`src/rtl/spi_master.sv`:
```
// SPI master, mode 0, with a power-of-two SCK divider and a single-word shift register.
// Optional build macro SPI_MASTER_LSB_FIRST_EN switches transmit/receive to LSB first.
module spi_master #(
  parameter int CLK_DIV       = 2,
  parameter int DATA_WIDTH    = 8,
  parameter int BIT_CNT_WIDTH = 3
) (
  input  logic                  clk,
  input  logic                  rst,
  input  logic                  start,
  input  logic [DATA_WIDTH-1:0] data_in,
  input  logic                  miso,
  output logic                  mosi,
  output logic                  sck,
  output logic                  busy,
  output logic [DATA_WIDTH-1:0] data_out,
  output logic                  new_data
);

  localparam int CNT_W = (BIT_CNT_WIDTH > $clog2(DATA_WIDTH)) ? BIT_CNT_WIDTH
                                                              : $clog2(DATA_WIDTH);
  localparam logic [CLK_DIV-1:0] DIV_RISE = CLK_DIV'((1 << (CLK_DIV - 1)) - 1);
  localparam logic [CLK_DIV-1:0] DIV_FALL = '1;
  localparam logic [CNT_W-1:0]   LAST_BIT = CNT_W'(DATA_WIDTH - 1);

  typedef enum logic {
    IDLE,
    TRANSFER
  } state_t;

  state_t                  state_q, state_d;
  logic [CLK_DIV-1:0]      div_q;
  logic [CNT_W-1:0]        cnt_q;
  logic [DATA_WIDTH-1:0]   sr_q;
  logic [DATA_WIDTH-1:0]   sr_shifted;
  logic                    tx_bit;
  logic                    first_bit;
  logic                    load;
  logic                    rise;
  logic                    fall;
  logic                    done;

`ifdef SPI_MASTER_LSB_FIRST_EN
  assign sr_shifted = {miso, sr_q[DATA_WIDTH-1:1]};
  assign tx_bit     = sr_q[0];
  assign first_bit  = data_in[0];
`else
  assign sr_shifted = {sr_q[DATA_WIDTH-2:0], miso};
  assign tx_bit     = sr_q[DATA_WIDTH-1];
  assign first_bit  = data_in[DATA_WIDTH-1];
`endif

  always_comb begin
    state_d = state_q;
    load    = 1'b0;
    rise    = 1'b0;
    fall    = 1'b0;
    done    = 1'b0;
    case (state_q)
      IDLE: begin
        if (start) begin
          load    = 1'b1;
          state_d = TRANSFER;
        end
      end
      TRANSFER: begin
        rise = (div_q == DIV_RISE);
        fall = (div_q == DIV_FALL);
        if (fall && (cnt_q == LAST_BIT)) begin
          done    = 1'b1;
          state_d = IDLE;
        end
      end
      default: state_d = IDLE;
    endcase
  end

  // The divider wraps to zero on the final falling edge, so its MSB doubles as a
  // registered SCK that is guaranteed low whenever the FSM is idle.
  always_ff @(posedge clk) begin
    if (rst) begin
      state_q  <= IDLE;
      div_q    <= '0;
      cnt_q    <= '0;
      sr_q     <= '0;
      mosi     <= 1'b0;
      data_out <= '0;
      new_data <= 1'b0;
    end else begin
      state_q  <= state_d;
      new_data <= done;
      if (load) begin
        sr_q  <= data_in;
        mosi  <= first_bit;
        div_q <= '0;
        cnt_q <= '0;
      end else if (state_q == TRANSFER) begin
        div_q <= div_q + 1'b1;
        if (rise) begin
          sr_q <= sr_shifted;
        end
        if (fall) begin
          mosi  <= tx_bit;
          cnt_q <= done ? '0 : cnt_q + 1'b1;
        end
        if (done) begin
          data_out <= sr_q;
        end
      end
    end
  end

  assign sck  = div_q[CLK_DIV-1];
  assign busy = (state_q == TRANSFER);

endmodule

```
`config.mk`:
```
export PLATFORM = sky130hd
export DESIGN_NAME = spi_master
export DESIGN_NICKNAME = d
export VERILOG_FILES = /design/src/rtl/spi_master.sv
export SDC_FILE = /design/constraint.sdc
export NUM_CORES = 1
export LEC_CHECK = 0
export CAP_MARGIN = 20
export CORE_UTILIZATION = 50
export DETAILED_ROUTE_END_ITERATION = 10
export PLACE_DENSITY = 0.81
export REMOVE_ABC_BUFFERS = 1
export SLEW_MARGIN = 20
export SYNTH_ARGS = -nofsm -noshare
export SYNTH_HDL_FRONTEND = slang
export SYNTH_SLANG_ARGS = --single-unit
export TNS_END_PERCENT = 50
```
`constraint.sdc`:
```
create_clock -name clk -period 2.3 [get_ports clk]
set_input_delay 0.345 -clock clk [delete_from_list [all_inputs] [get_ports clk]]
set_output_delay 0.345 -clock clk [all_outputs]
set_load 0.01 [all_outputs]
```
Yosys cells after proc, flatten, opt, wreduce, memory -nomap -nowiden

Cells that the tools add are included.

Logic and storage cells: 38
Input bits: 12
Register bits after elaboration: 24
Output and inout port bits: 12

Equal/unequal tests: 3
Reductions and logical operators: 9
$add $sub $neg: 2
Bitwise gates (word level): 2
Multiplexer cells: 15

Operator list:

| cell                                                                   | number |
|---|---|
| 8-bit two-way mux                                                      | 3 |
| 1-bit two-way mux                                                      | 10 |
| 2-bit AND reduction                                                    | 3 |
| 2-bit nonzero test                                                     | 3 |
| 3-bit by 1-bit adder with 3-bit output (second input constant)         | 1 |
| 3-bit equality test (second input constant)                            | 1 |
| 3-bit two-way mux                                                      | 1 |
| 3-bit AND reduction                                                    | 1 |
| 2-bit by 1-bit adder with 2-bit output (second input constant)         | 1 |
| 2-bit by 1-bit equality test with 1-bit output (second input constant) | 1 |
| 2-bit equality test (second input constant)                            | 1 |
| 1-bit NOT                                                              | 2 |
| 1-bit case mux with 2 select lines                                     | 1 |
| 2-bit OR reduction                                                     | 1 |
| 1-bit logical AND                                                      | 1 |

Longest topological paths before layout

Word-level depth: 5
Gate-level depth with buffers: 6

Worst setup path after synthesis

OpenSTA, ideal clock, no wires.

Path type: register to register
Start point: reg cnt_q[0]
End point: reg data_out[0]
Slack: 1.076 ns
Setup time: 0.120 ns
Path buffers: 1
Clock period less this slack: 1.224 ns
Stages on the path, launching flop included: 7
Data arrival time: 1.104 ns
Cell sequence: dfxtp_1 ha_1 ha_1 and3_1 buf_6 nand2_1 a21oi_1

Word-level cells in the longest chain between the ends: 5

Ends and longest elaborated chain:

| item                                 | RTL line | RTL |
|---|---|---|
| from (decl)                          | 33       | `logic [CNT_W-1:0] cnt_q;` |
| from (signal assigned)               | 104      | `cnt_q <= done ? '0 : cnt_q + 1'b1;` |
| 3-bit equality test                  | 69       | `if (fall && (cnt_q == LAST_BIT)) begin` |
| 1-bit logical AND                    | 69       |  |
| 1-bit two-way mux                    | 69       |  |
| 1-bit two-way mux                    | 59       | `case (state_q)` |
| 3-bit AND reduction (no source line) | --       |  |
| to (signal assigned)                 | 107      | `data_out <= sr_q;` |
| to (decl)                            | 16       | `output logic [DATA_WIDTH-1:0] data_out,` |

Every way passes these cells.
A chain may end at the register's enable or synchronous reset.

Worst setup path after layout

Start point: reg state_q, in the netlist busy
End point: out busy

RTL lines:

| item                   | RTL line | RTL |
|---|---|---|
| from (decl)            | 31       | `state_t state_q, state_d;` |
| from (signal assigned) | 90       | `state_q <= state_d;` |
| to (decl)              | 15       | `output logic busy,` |

No word-level cell between the ends.

==> out/summary.json <==
{
  "status": {
    "outcome": "finished, final reports clean"
  },
  "cells_and_area": {
    "num-fill-cells": 157,
    "final_cell_mix": "24 x sky130_fd_sc_hd__dfxtp_1, 23 x sky130_fd_sc_hd__clkdlybuf4s50_1, 20 x sky130_fd_sc_hd__nand2_1",
    "finish.net_count": 150,
    "area_growth_pct": 28.0,
    "drive_above_1_share": 0.0752,
    "final_area_um2": 1250,
    "antennaDiodeCount": 0,
    "layout_commonest_cell": "sky130_fd_sc_hd__dfxtp_1"
  },
  "placement": {
    "dpl_worst_slack_ps": 720,
    "placement.cell_area_um2": 1210,
    "buffer_ports.inserted": 23,
    "detailed_place_hpwl_um": 1430,
    "finalWeightedCongestion": 0.766
  },
  "global_route": {
    "global_route.overflow_total": 0,
    "first_pass_grt_wire_length_um": 3170,
    "maximum_number_of_pins_on_one_net_before_global_route_repair": 15,
    "grt_antenna_before_repair": 0,
    "number_of_global_route_vias_before_repair": 696,
    "global_route.usage.total": 0.208
  },
  "die": {
    "chipHeight_um": 46.2,
    "core_um2": 1780,
    "io-pin-count": 24,
    "die_area_um2": 2130,
    "die_width_um": 46.2,
    "std_cell_rows": 15,
    "floorplan.initialDensity": 0.547
  },
  "sta": {
    "setup_viol": 0,
    "fin_tns_setup_ps": 0,
    "max_clock_freq_ghz": 0.543,
    "final.period_utilization": 0.801,
    "rsz0062_at_grt": "false",
    "hold_slack_ps": 464,
    "finalMaxSlewViolations": 0,
    "min_period_ps": 1840,
    "timing.final.hold_violations": 0,
    "relSlewSlack": 0.751,
    "finalClockSkew_ps": 6.29,
    "tightest_pin_transition_ps": 373,
    "postLayoutSetupSlackWorst_ps": 458
  },
  "cts": {
    "tritoncts": "yes",
    "ctsLongestPathBuffers": 2,
    "number_of_sinks_driven_by_the_clock_tree": 24,
    "clk_pin_slew_ps": 130,
    "clockRootBuffer": "sky130_fd_sc_hd__clkbuf_4",
    "cts_bufs_inserted": 3,
    "setup_fix_buffers_added_after_clock_tree_synthesis": 0,
    "cts-htree-levels": 1,
    "holdBufCountCts": 0,
    "cts_resized": 0,
    "clock_latency_ps": 310
  },
  "detailed_routing": {
    "post-route-drc-count": 0,
    "drt_pre_antenna_iters": 4,
    "postRouteAntennaNets": 0,
    "drt_iter0_drcs": 25,
    "avgViaCountPerCell": 5.30,
    "route.vias.total": 837,
    "routed_wirelength_um": 1920,
    "wl_per_cell_um": 12.1
  },
  "synth": {
    "compound_cell_area_share_of_the_yosys_netlist": 0.131,
    "ys.warnings.count": 0,
    "synthDistinctLibCells": 22,
    "post_synth_xor_xnor_area": 0.00899,
    "main_combinational_cell_family_by_area_after_synthesis": "simple AND/OR/NAND/NOR gates",
    "syn-instance-count": 109,
    "netlist.top_cell.by_area": "sky130_fd_sc_hd__dfxtp_1",
    "synth.area.mux_share": 0.0321,
    "synth_simple_gate_area_frac": 0.239,
    "synthesis.area_um2": 975,
    "synth-seq-cells": 24,
    "adder_cell_share_of_the_synthesized_area": 0.0513,
    "netlist_top_cells_area": "sky130_fd_sc_hd__dfxtp_1 49%, sky130_fd_sc_hd__nand2_1 7.7%, sky130_fd_sc_hd__nor2_1 5.4%, sky130_fd_sc_hd__a21oi_1 5.1%, sky130_fd_sc_hd__ha_1 5.1%",
    "yosysSeqAreaShare": 0.493,
    "yosysTopAreaCellShare": 0.493,
    "synth.avg_cell_area_um2": 8.94
  },
  "power_and_ir_drop": {
    "ir_drop_worst_vdd_mv": 0.341,
    "power.internal_mw": 0.580,
    "leakage_nw": 0.462,
    "fraction_of_power_spent_switching_nets": 0.242,
    "total_switching_power_mw": 0.185,
    "power_per_cell_area_nw_per_um2": 613,
    "clock_power_share": 0.289,
    "fraction_of_power_consumed_by_combinational_cells": 0.119,
    "share_seq_of_total_power": 0.592
  },
  "setup_path": {
    "worstPathBufferInverterCount": 1,
    "critical-path-slowest-cell": "sky130_fd_sc_hd__clkdlybuf4s50_1",
    "family_of_cells_with_the_greatest_summed_delay_on_the_critical_path": "buffers and inverters",
    "critical_path_cell_by_cell": "clkdlybuf4s50_1",
    "crit_path_max_incr_delay_ps": 620,
    "worstPathRequired_ps": 1960,
    "critical_path_arrival_ps": 1500,
    "crit_type": "reg2out",
    "crit_path_start_kind": "flop",
    "crit_path_end_kind": "output pin",
    "critical_path.max_fanout": 11
  },
  "run": {
    "drv.max_cap_violation_count": 0
  },
  "min_path": {
    "hold_class": "reg2reg"
  }
}
==> power by group through the flow <==
stage / clock network, mW / logic [mW] / registers (mW)
2_1_floorplan: 0 / 0.0436 / 0.459
3_3_place_gp: 0 / 0.0871 / 0.460
3_5_place_dp: 0 / 0.0898 / 0.461
4_1_cts: 0.225 / 0.0904 / 0.452
5_1_grt: 0.250 / 0.101 / 0.456
6_report: 0.221 / 0.0906 / 0.453
==> metal layers <==
layer	up-vias	routed length, um	track usage
li1	429	-	-
met1	381	960	0.314
met2	23	852	0.287
met3	4	77	0.0353
met4	0	27	0.0882
met5	-	0	0
==> logic make-up after synthesis <==
family / count (synthesis)
muxes: 3
xor gates and xnor gates: 1
DFF: 24
AOI/OAI and AO/OA: 21
buffers and inverters: 6
adders and majority gates: 4
and+or+nand+nor: 50
==> Yosys cell counts <==
cell type,n
sky130_fd_sc_hd__nand3_2,1
sky130_fd_sc_hd__ha_1,4
sky130_fd_sc_hd__nand2b_4,1
sky130_fd_sc_hd__nor3_1,9
sky130_fd_sc_hd__o22ai_1,8
sky130_fd_sc_hd__nand4b_1,2
sky130_fd_sc_hd__buf_6,2
sky130_fd_sc_hd__buf_4,1
sky130_fd_sc_hd__nand2b_1,1
sky130_fd_sc_hd__nor2b_1,1
sky130_fd_sc_hd__a211oi_2,1
sky130_fd_sc_hd__mux2_2,1
sky130_fd_sc_hd__and3_1,1
sky130_fd_sc_hd__a21oi_1,10
sky130_fd_sc_hd__xnor2_1,1
sky130_fd_sc_hd__nor2_1,14
sky130_fd_sc_hd__dfxtp_1,24
sky130_fd_sc_hd__mux2i_1,2
sky130_fd_sc_hd__a211oi_1,2
sky130_fd_sc_hd__buf_2,2
sky130_fd_sc_hd__inv_1,1
sky130_fd_sc_hd__nand2_1,20
==> flip-flops by register name, indices dropped and copies added, names as in the netlist <==
name and flops:
mosi 1, busy 1, cnt_q 3, sr_q 8, div_q 2, new_data 1, data_out 8
==> final cells by class <==
| type | instances | area (um^2) | share of cell area |
|---|---|---|---|
| sequential | 24 | 480 | 0.385 |
| multi-input combinational | 79 | 450 | 0.361 |
| timing repair buffer | 25 | 245 | 0.197 |
| clock buffer | 4 | 36.3 | 0.0291 |
| tap | 25 | 31.3 | 0.0251 |
| inverter | 1 | 3.75 | 0.00301 |
==> per-stage QoR <==
step | total power, mW | instances | utilization
2_1_floorplan | 0.503 | 104 | -
3_3_place_gp | 0.547 | 154 | 0.679
3_5_place_dp | 0.551 | 154 | 0.679
4_1_cts | 0.768 | 158 | 0.700
5_1_grt | 0.806 | 158 | 0.700
6_report | 0.764 | 158 | 0.700
==> path summary, 6_finish.rpt <==
path | from | end | slack, ps | cells past startpoint
worst max-delay path | busy$_SDFF_PP0_ | busy | 460 | 1
worst min-delay path | data_out[4]$_SDFFE_PP0P_ | data_out[4]$_SDFFE_PP0P_ | 460 | 2
worst max register to register | cnt_q[0]$_SDFFE_PP0P_ | data_out[0]$_SDFFE_PP0P_ | 890 | 5
worst min register to register | data_out[4]$_SDFFE_PP0P_ | data_out[4]$_SDFFE_PP0P_ | 460 | 2
Power figures use the tool's default switching activity.
